--- src/rtl/calc_core_param_if.sv ---
// Key-event and display bundle between the keypad decoder, the calculator core and the display driver.
interface calc_core_param_if #(
    parameter int DIGITS = 5
);
    localparam int W = 4 * DIGITS;

    logic         newkey;
    logic [4:0]   keycode;
    logic [W-1:0] value;
    logic         busy;
    logic         overflow;

    // Keypad side: issues key strobes, watches the display and status.
    modport master (
        output newkey,
        output keycode,
        input  value,
        input  busy,
        input  overflow
    );

    // Calculator core side.
    modport slave (
        input  newkey,
        input  keycode,
        output value,
        output busy,
        output overflow
    );
endinterface

--- src/rtl/calc_core_param.sv ---
// Parametrised calculator core: digit entry, add/sub/mul with left-to-right
// chaining, squaring, sticky overflow, and a sequential shift-add multiplier.
module calc_core_param #(
    parameter int DIGITS = 5
) (
    input  logic               clock,
    input  logic               reset,
    calc_core_param_if.slave   bus
);
    localparam int W  = 4 * DIGITS;
    localparam int CW = $clog2(W);

    localparam logic [4:0] K_ADD = 5'b01001;
    localparam logic [4:0] K_SUB = 5'b01011;
    localparam logic [4:0] K_MUL = 5'b01010;
    localparam logic [4:0] K_EQ  = 5'b00100;
    localparam logic [4:0] K_SQR = 5'b00001;
    localparam logic [4:0] K_CE  = 5'b00010;
    localparam logic [4:0] K_AC  = 5'b01100;

    typedef enum logic [1:0] {OP_NONE, OP_ADD, OP_SUB, OP_MUL} op_t;
    typedef enum logic       {M_IDLE, M_RUN}                   mstate_t;
    typedef enum logic [1:0] {D_EQ, D_CHAIN, D_SQR}            dest_t;

    // Add/subtract with the carry (or borrow) returned in the top bit.
    function automatic logic [W:0] alu(input op_t op, input logic [W-1:0] a, input logic [W-1:0] b);
        case (op)
            OP_ADD:  return {1'b0, a} + {1'b0, b};
            OP_SUB:  return {1'b0, a} - {1'b0, b};
            default: return '0;
        endcase
    endfunction

    // Control / architectural state
    logic [W-1:0]   x_q, x_d;
    logic [W-1:0]   y_q, y_d;
    op_t            op_q, op_d;
    logic           lwn_q, lwn_d;
    logic           ovf_q, ovf_d;
    mstate_t        ms_q, ms_d;
    logic [CW-1:0]  cnt_q, cnt_d;

    // Multiplier datapath
    dest_t          dest_q, dest_d;
    op_t            pend_q, pend_d;
    logic [2*W-1:0] mcand_q, mcand_d;
    logic [W-1:0]   mplier_q, mplier_d;
    logic [2*W-1:0] acc_q, acc_d;

    logic [2*W-1:0] acc_step;
    logic [W:0]     res;
    logic           clear;
    op_t            key_op;

    // Next-state: key decode, immediate arithmetic, and multiplier sequencing.
    always_comb begin
        x_d      = x_q;
        y_d      = y_q;
        op_d     = op_q;
        lwn_d    = lwn_q;
        ovf_d    = ovf_q;
        ms_d     = ms_q;
        cnt_d    = cnt_q;
        dest_d   = dest_q;
        pend_d   = pend_q;
        mcand_d  = mcand_q;
        mplier_d = mplier_q;
        acc_d    = acc_q;

        acc_step = acc_q + (mplier_q[0] ? mcand_q : '0);
        res      = alu(op_q, y_q, x_q);
        clear    = bus.newkey && (bus.keycode == K_AC);

        case (bus.keycode)
            K_ADD:   key_op = OP_ADD;
            K_SUB:   key_op = OP_SUB;
            K_MUL:   key_op = OP_MUL;
            default: key_op = OP_NONE;
        endcase

        if (clear) begin
            // AC wins in both states; a running multiply is abandoned.
            x_d   = '0;
            y_d   = '0;
            op_d  = OP_NONE;
            lwn_d = 1'b0;
            ovf_d = 1'b0;
            ms_d  = M_IDLE;
            cnt_d = '0;
        end else if (ms_q == M_RUN) begin
            // One shift-add step per cycle; keys other than AC are dropped.
            acc_d    = acc_step;
            mcand_d  = mcand_q << 1;
            mplier_d = mplier_q >> 1;
            cnt_d    = cnt_q + 1'b1;
            if (cnt_q == CW'(W - 1)) begin
                ms_d = M_IDLE;
                x_d  = acc_step[W-1:0];
                if (|acc_step[2*W-1:W]) ovf_d = 1'b1;
                case (dest_q)
                    D_EQ: begin
                        y_d  = '0;
                        op_d = OP_NONE;
                    end
                    D_CHAIN: begin
                        y_d  = acc_step[W-1:0];
                        op_d = pend_q;
                    end
                    default: ;
                endcase
            end
        end else if (bus.newkey) begin
            if (bus.keycode[4]) begin
                if (!lwn_q) begin
                    x_d   = {{(W-4){1'b0}}, bus.keycode[3:0]};
                    lwn_d = 1'b1;
                end else if (x_q[W-1:W-4] == 4'd0) begin
                    x_d   = {x_q[W-5:0], bus.keycode[3:0]};
                    lwn_d = 1'b1;
                end
            end else if (key_op != OP_NONE) begin
                lwn_d = 1'b0;
                if (op_q != OP_NONE && lwn_q) begin
                    if (op_q == OP_MUL) begin
                        ms_d     = M_RUN;
                        cnt_d    = '0;
                        acc_d    = '0;
                        mcand_d  = {{W{1'b0}}, y_q};
                        mplier_d = x_q;
                        dest_d   = D_CHAIN;
                        pend_d   = key_op;
                    end else begin
                        x_d  = res[W-1:0];
                        y_d  = res[W-1:0];
                        op_d = key_op;
                        if (res[W]) ovf_d = 1'b1;
                    end
                end else begin
                    y_d  = x_q;
                    op_d = key_op;
                end
            end else if (bus.keycode == K_EQ) begin
                lwn_d = 1'b0;
                if (op_q == OP_MUL) begin
                    ms_d     = M_RUN;
                    cnt_d    = '0;
                    acc_d    = '0;
                    mcand_d  = {{W{1'b0}}, y_q};
                    mplier_d = x_q;
                    dest_d   = D_EQ;
                end else if (op_q != OP_NONE) begin
                    x_d  = res[W-1:0];
                    y_d  = '0;
                    op_d = OP_NONE;
                    if (res[W]) ovf_d = 1'b1;
                end
            end else if (bus.keycode == K_SQR) begin
                lwn_d    = 1'b0;
                ms_d     = M_RUN;
                cnt_d    = '0;
                acc_d    = '0;
                mcand_d  = {{W{1'b0}}, x_q};
                mplier_d = x_q;
                dest_d   = D_SQR;
            end else if (bus.keycode == K_CE) begin
                x_d   = '0;
                ovf_d = 1'b0;
                lwn_d = 1'b0;
            end
        end
    end

    // Architectural and FSM state, cleared by reset.
    always_ff @(posedge clock) begin
        if (reset) begin
            x_q   <= '0;
            y_q   <= '0;
            op_q  <= OP_NONE;
            lwn_q <= 1'b0;
            ovf_q <= 1'b0;
            ms_q  <= M_IDLE;
            cnt_q <= '0;
        end else begin
            x_q   <= x_d;
            y_q   <= y_d;
            op_q  <= op_d;
            lwn_q <= lwn_d;
            ovf_q <= ovf_d;
            ms_q  <= ms_d;
            cnt_q <= cnt_d;
        end
    end

    // Multiplier operands and accumulator; always loaded before use.
    always_ff @(posedge clock) begin
        dest_q   <= dest_d;
        pend_q   <= pend_d;
        mcand_q  <= mcand_d;
        mplier_q <= mplier_d;
        acc_q    <= acc_d;
    end

    assign bus.value    = x_q;
    assign bus.busy     = (ms_q == M_RUN);
    assign bus.overflow = ovf_q;
endmodule
--- src/flat_wrapper.sv ---
// flat-port wrapper written by rule: the top's interface ports become plain ports
module calc_core_param_flat 
#(
    parameter int DIGITS = 5
)
  (clock, reset, bus_newkey, bus_keycode, bus_value, bus_busy, bus_overflow);
  calc_core_param_if #(.DIGITS(DIGITS)) bus_i ();
  input  logic clock;
  input  logic reset;
  input wire logic [$bits(bus_i.newkey)-1:0] bus_newkey;
  input wire logic [$bits(bus_i.keycode)-1:0] bus_keycode;
  output wire logic [$bits(bus_i.value)-1:0] bus_value;
  output wire logic [$bits(bus_i.busy)-1:0] bus_busy;
  output wire logic [$bits(bus_i.overflow)-1:0] bus_overflow;
  assign bus_i.newkey = bus_newkey;
  assign bus_i.keycode = bus_keycode;
  assign bus_value = bus_i.value;
  assign bus_busy = bus_i.busy;
  assign bus_overflow = bus_i.overflow;
  calc_core_param #(.DIGITS(DIGITS)) u_core (.clock(clock), .reset(reset), .bus(bus_i));
endmodule
--- config.mk ---
export PLATFORM = sky130hd
export DESIGN_NAME = calc_core_param_flat
export DESIGN_NICKNAME = d
export VERILOG_FILES = /design/src/rtl/calc_core_param_if.sv /design/src/rtl/calc_core_param.sv /design/src/flat_wrapper.sv
export SDC_FILE = /design/constraint.sdc
export NUM_CORES = 1
export LEC_CHECK = 0
export BUFFER_PORTS_ARGS = -buffer_cell sky130_fd_sc_hd__buf_2
export CORE_UTILIZATION = 35
export DETAILED_ROUTE_END_ITERATION = 6
export GPL_TIMING_DRIVEN = 1
export PLACE_DENSITY = 0.61
export SYNTH_ARGS = -nofsm -noshare
export SYNTH_HDL_FRONTEND = slang
export SYNTH_SLANG_ARGS = --single-unit
--- constraint.sdc ---
create_clock -name clock -period 7.9 [get_ports clock]
set_clock_uncertainty 0.15 [all_clocks]
set_input_delay 0.395 -clock clock [delete_from_list [all_inputs] [get_ports clock]]
set_output_delay 0.395 -clock clock [all_outputs]
set_load 0.01 [all_outputs]
* After elaboration in Yosys (flattened, before gate mapping)
Index checks and enable logic that the tools add are counted.
Word-level totals: register bits 154, latch bits 0, bits in writable memories 0, memory bits (read-only) 0, input port bits 8, output and inout port bits 22, word-level logic and storage cells 180, memories kept 0
Cells by class: $add $sub $neg 4, multipliers 0, div/mod/pow operators 0, magnitude comparators 0, equality and inequality tests 32, shift operators 0, multiplexer cells 103, bitwise gates (word level) 3, reduce and logical (&&, ||, !) cells 24
Operator list (count):
- $mux W40 | 17
- $mux W20 | 30
- $pmux W21 S2 | 1
- $add A40 B40 Y40 | 1
- $mux W5 | 8
- $pmux W20 S2 | 1
- $mux W2 | 16
- $mux W1 | 27
- $add A20 B20 Y21 | 1
- $sub A20 B20 Y21 | 1
- $eq A5 B4 Y1 const B | 4
- $reduce_or A20 Y1 | 1
- $mux W19 | 1
- $reduce_and A8 Y1 | 2
- $ne A3 B2 Y1 const B | 4
- $ne A4 B3 Y1 const B | 3
- $ne A5 B2 Y1 const B | 2
- $reduce_and A10 Y1 | 1
- $reduce_bool A5 Y1 | 2
- $reduce_and A9 Y1 | 1
- $reduce_bool A3 Y1 | 3
- $ne A2 B2 Y1 const B | 4
- $ne A4 B1 Y1 const B | 2
- $reduce_bool A4 Y1 | 2
- 23 further kinds | 31

* Longest topological paths before layout
depth after elaboration 10, gate-level depth with buffers 17, gate-level depth less buffers 17

* Worst setup path before layout
OpenSTA, ideal clock, no wires.
kind flip-flop to flip-flop, start register u_core.ms_q, in the netlist u_core.bus.busy, end register u_core.acc_q[0], enable pin, library setup time 0.592 ns, arrival time 6.131 ns, data required time 7.158 ns, path slack 1.027 ns, stages on the path, launching flop included 6, buffers on the path 3, period minus slack after synthesis 6.873 ns, cells stage by stage dfxtp_1 > clkbuf_1 > clkbuf_1 > clkbuf_1 > a31oi_1 > a21oi_1
Between the ends: cells in the longest elaborated chain, start to end 2, elaborated cells on any way between the ends 5, those cells by class eq/ne: 2; reduce/logical: 3
Ends and longest elaborated chain:
- start: declaration | line calc_core_param.sv:40 | mstate_t ms_q, ms_d;
- start signal: assignment | line calc_core_param.sv:189 | ms_q <= ms_d;
- $ne A3 B2 Y1 (no source line) (tied with other cells)
- $reduce_and A5 Y1 (no source line) (*)
- end signal: assignment | line calc_core_param.sv:200 | acc_q <= acc_d;
- end: declaration | line calc_core_param.sv:48 | logic [2*W-1:0] acc_q, acc_d;
Mark *: on every way between the ends. The rest lies on a longest branch, timed or not. A chain may end at the register's enable or synchronous reset.

* Final worst setup path
start register u_core.mplier_q[0], end register u_core.ovf_q, in the netlist u_core.bus.overflow
Between the ends: cells in the longest elaborated chain, start to end 5
Ends and longest elaborated chain:
- start: declaration | line calc_core_param.sv:47 | logic [W-1:0] mplier_q, mplier_d;
- start signal: assignment | line calc_core_param.sv:199 | mplier_q <= mplier_d;
- $mux W40 | line calc_core_param.sv:70 | acc_step = acc_q + (mplier_q[0] ? mcand_q : '0);
- $add A40 B40 Y40 | line calc_core_param.sv:70
- $reduce_or A20 Y1 | line calc_core_param.sv:99 | if (|acc_step[2*W-1:W]) ovf_d = 1'b1;
- $ne A2 B2 Y1 (no source line)
- $reduce_and A10 Y1 (no source line)
- end signal: assignment | line calc_core_param.sv:188 | ovf_q <= ovf_d;
- end: declaration | line calc_core_param.sv:39 | logic ovf_q, ovf_d;
No other way between the ends.

==> flow_metrics.py <==
metrics = {
    "detailed_routing": {
        "detail_route.iter0.violations": 993,
        "avgRoutedWirePerCell_um": 18.06,
        "detailedRoute.firstPassIterationCount": 6,
        "detail_route.vias_per_cell": 5.587,
        "drt_drc_violations_left": 0,
        "ant_nets": 0,
        "drt-total-wl_um": 32350,
        "routed-via-count": 10010,
    },
    "global_route": {
        "maximum_number_of_pins_on_one_net_before_global_route_repair": 71,
        "track_usage_pct": 19.72,
        "number_of_antenna_violations_at_the_first_check_in_global_routing": 0,
        "grt_pass1_wl_um": 52160,
        "grt_pass1_vias": 9634,
        "gr-total-overflow": 0,
    },
    "floorplanning": {
        "placement_rows": 65,
        "die-area_um2": 33420,
        "chipWidth_um": 182.8,
        "die_height_um": 182.8,
        "core-area_um2": 31880,
        "initial_utilization_pct": 35.89,
        "top_level_ports": 30,
    },
    "critical_path": {
        "crit_path_max_fanout": 41,
        "endpoint_kind": "flip-flop",
        "crit_path_start_kind": "flip-flop",
        "timing.setup.critical_path_class": "reg -> reg",
        "arrival_ns": 5.04,
        "worst-endpoint-required_ns": 8.05,
    },
    "layout": {
        "multi_input_area_um2": 6852,
        "final_layout_size_suffix_gt1_share_pct": 7.670,
        "final_nets": 1417,
        "design_area_um2": 12500,
        "area_delta_synth_final_pct": 9.272,
        "n_antenna_cell": 0,
        "fill_cells": 3274,
        "final-seq-area_um2": 4128,
    },
    "timing": {
        "maxClockFrequency_mhz": 204.6,
        "final-setup-viol-count": 0,
        "timing.max_slew.rel_slack_pct": 26.20,
        "setup_repair_after_global_routing_missed_its_margin": "no",
        "setup_tns_ns": 0,
        "final_worst_hold_slack_ns": 0.1946,
        "final-hold-violation-count": 0,
        "slew_worst_pin_ns": 1.104,
        "min_period_over_period_pct": 61.88,
        "period_needed_ns": 4.888,
        "final_max_slew_viol_count": 0,
    },
    "synth": {
        "top_flip_flop_cell_by_instance_count_after_synthesis": "sky130_fd_sc_hd__edfxtp_1",
        "synthesized_nets": 1452,
        "synth_fa_ha_area_share_pct": 7.348,
        "synth-xor-area-share_pct": 5.282,
        "sequential_element_share_of_the_synthesized_area_pct": 36.04,
        "synth.top_cell.area_share_pct": 27.29,
        "yosys.area.top_type": "sky130_fd_sc_hd__edfxtp_1",
        "dominant_combinational_cell_family_by_area_after_synthesis": "compound AO/OA/AOI/OAI gates",
        "synthesized_area_per_cell_um2": 8.304,
        "synth.cell_area_um2": 11440,
        "synth_compound_gate_area_share_pct": 23.54,
        "synth_async_sr_flop_share_pct": 0,
        "yosys.area_share.simple_pct": 19.50,
        "synth.top_cells.by_area": "sky130_fd_sc_hd__edfxtp_1, sky130_fd_sc_hd__dfxtp_1, sky130_fd_sc_hd__nand2_1",
        "netlist-cell-type-count": 78,
        "synth_seq_cells": 154,
        "synthesis.yosys.warnings": 0,
        "synth.area.mux_share_pct": 3.783,
        "post_synth_inst_count": 1378,
        "synth_edf_count": 104,
    },
    "pwr": {
        "power.leakage_nw": 4.852,
        "power_density_nw_per_um2": 172.7,
        "vdd_drop_max_uv": 151.2,
    },
    "placed_design": {
        "place.port_buffers": 29,
        "post_place_cell_area_um2": 11910,
        "finalWeightedCongestion": 0.8709,
        "post-dp-hpwl_um": 22380,
    },
    "clocking": {
        "number_of_buffers_inserted_by_hold_repair_at_cts": 0,
        "clk_pin_slew_ns": 0.08,
        "insertion_delay_ns": 0.45,
        "numClockSinks": 154,
        "ctsRootBufferMaster": "sky130_fd_sc_hd__clkbuf_16",
        "cts_tree": "built",
        "post_cts_buffers": 0,
        "cts_buffers": 17,
        "htree_levels": 4,
        "cts.path.max_buffers": 2,
        "ctsResizeCount": 0,
    },
    "hold_path": {
        "class_of_the_tightest_hold_or_removal_check": "in -> reg",
    },
    "flow_run": {
        "maxCapViolCount": 0,
    },
    "outcome": {
        "outcome": "complete, no violations",
    },
}
[where the power goes]
part	switching [mW]	leakage, nW	internal, mW
logic	0.224	3.19	0.151
registers	0.0400	1.37	0.887
clock network	0.403	0.291	0.454
total	0.667	4.85	1.49
[layer usage]
| metal | track usage (%) | vias to the layer above | wire [um] |
|---|---|---|---|
| met1 | 27.84 | 4763 | 15520 |
| met5 | 0 | - | 0 |
| met4 | 6.233 | 0 | 544 |
| li1 | - | 4911 | - |
| met3 | 2.740 | 33 | 1736 |
| met2 | 31.07 | 299 | 14550 |
[area by class of cell]
type,instances,share of cell area (%)
repair buffers,44,2.061
well taps,435,4.353
clock inverters,15,1.351
multi-input cells,1092,54.80
flip-flops and latches,154,33.01
inverters,34,1.021
clock buffers,17,3.402
[cells by family after synthesis]
family | Yosys count
flip-flops | 154
multiplexers | 43
AO/OA/AOI/OAI | 433
XOR/XNOR | 69
adder cells (fa/ha/maj) | 66
buffers and inverters | 132
AND/OR/NAND/NOR | 481
[cell usage in the layout (no fill, tap or decap), types with 5 or more instances in the layout]
cell type | Yosys | layout
sky130_fd_sc_hd__a41oi_1 | 6 | 6
sky130_fd_sc_hd__nor2b_1 | 13 | 13
sky130_fd_sc_hd__nor2_1 | 83 | 80
sky130_fd_sc_hd__nand3_1 | 25 | 25
sky130_fd_sc_hd__a21o_1 | 34 | 34
sky130_fd_sc_hd__o211ai_1 | 9 | 9
sky130_fd_sc_hd__o21a_1 | 11 | 11
sky130_fd_sc_hd__o21ai_0 | 158 | 158
sky130_fd_sc_hd__xnor2_1 | 48 | 48
sky130_fd_sc_hd__inv_8 | 0 | 6
sky130_fd_sc_hd__a311oi_1 | 5 | 5
sky130_fd_sc_hd__edfxtp_1 | 104 | 104
sky130_fd_sc_hd__xor2_1 | 21 | 21
sky130_fd_sc_hd__a31oi_1 | 20 | 20
sky130_fd_sc_hd__clkbuf_16 | 0 | 17
sky130_fd_sc_hd__a221oi_1 | 13 | 13
sky130_fd_sc_hd__a211oi_1 | 20 | 20
sky130_fd_sc_hd__o21bai_1 | 5 | 5
sky130_fd_sc_hd__nand2_1 | 224 | 224
sky130_fd_sc_hd__and3_1 | 7 | 7
sky130_fd_sc_hd__inv_6 | 0 | 5
sky130_fd_sc_hd__or3_1 | 11 | 11
sky130_fd_sc_hd__o22ai_1 | 5 | 5
sky130_fd_sc_hd__buf_4 | 0 | 15
sky130_fd_sc_hd__dfxtp_1 | 50 | 49
sky130_fd_sc_hd__nand4_1 | 5 | 5
sky130_fd_sc_hd__ha_1 | 64 | 64
sky130_fd_sc_hd__a21oi_1 | 95 | 92
sky130_fd_sc_hd__inv_1 | 33 | 33
sky130_fd_sc_hd__buf_2 | 4 | 29
sky130_fd_sc_hd__nor3_1 | 24 | 23
sky130_fd_sc_hd__and2_1 | 47 | 47
sky130_fd_sc_hd__mux2i_1 | 41 | 41
sky130_fd_sc_hd__nand2b_1 | 13 | 12
[synthesized netlist by cell type (all sizes together) (3+ instances only)]
cell type,instances
a21o,34
ha,64
nor3,24
a311oi,5
mux2i,41
nand2b,13
or3,11
o211a,3
nor4,5
o2111ai,4
a22oi,4
a211oi,21
o211ai,10
nand3b,3
xnor2,48
buf,15
nand4,5
o31ai,4
nor4b,4
nor2,83
nor2b,13
o22ai,5
a32oi,3
edfxtp,104
a21oi,95
a31oi,20
a221oi,13
a41oi,6
and3,7
o221ai,4
o21a,11
nand2,224
nor3b,3
or2,4
nand3,26
o21ai,161
clkbuf,83
dfxtp,50
xor2,21
a22o,4
and2,48
inv,33
o21bai,5
[final timing paths]
path / from / end / slack [ns] / cells past startpoint
worst max register to register: u_core.mplier_q[0]$_DFFE_PP_ / u_core.bus.overflow$_SDFFE_PP0P_ / 3.01 / 14
worst min register to register: u_core.cnt_q[4]$_SDFFE_PP0P_ / u_core.cnt_q[4]$_SDFFE_PP0P_ / 0.35 / 1
worst min-delay path: bus_newkey / u_core.lwn_q$_SDFFE_PP0P_ / 0.19 / 3
worst max-delay path: u_core.mplier_q[0]$_DFFE_PP_ / u_core.bus.overflow$_SDFFE_PP0P_ / 3.01 / 14
[metrics by stage]
step                power (mW)  setup slack, ns  utilization [%]  cells
floorplan                1.223            1.027                -   1378
global placement         1.311            3.117            37.35   1759
detailed placement       1.315            3.007            37.35   1759
CTS                      2.170            2.947            39.22   1791
global route             2.254            2.635            39.22   1791
finish                   2.159            3.012            39.22   1791
[sequential cells by signal, summed over array words and instances, names as in the netlist, 2 cells and up]
name and count:
u_core.cnt_q 5, u_core.y_q 20, u_core.pend_q 2, u_core.bus.value 20, u_core.dest_q 2, u_core.mcand_q 40
u_core.op_q 2, u_core.acc_q 40, u_core.mplier_q 20
[worst max-delay path, cell delays in order, from the launching register on]
cell and delay (ns):
sky130_fd_sc_hd__edfxtp_1 1.08, sky130_fd_sc_hd__and2_1 0.24, sky130_fd_sc_hd__ha_1 0.20, sky130_fd_sc_hd__inv_1 0.07, sky130_fd_sc_hd__fa_1 0.43, sky130_fd_sc_hd__nor2b_1 0.20
sky130_fd_sc_hd__o31ai_2 0.11, sky130_fd_sc_hd__a2bb2oi_1 0.26, sky130_fd_sc_hd__a41o_1 0.37, sky130_fd_sc_hd__a21oi_1 0.19, sky130_fd_sc_hd__o41ai_1 0.40, sky130_fd_sc_hd__xor2_1 0.16
sky130_fd_sc_hd__or4_4 0.53, sky130_fd_sc_hd__nor4_2 0.22, sky130_fd_sc_hd__a41oi_1 0.13
Power figures use the tool's default switching activity.
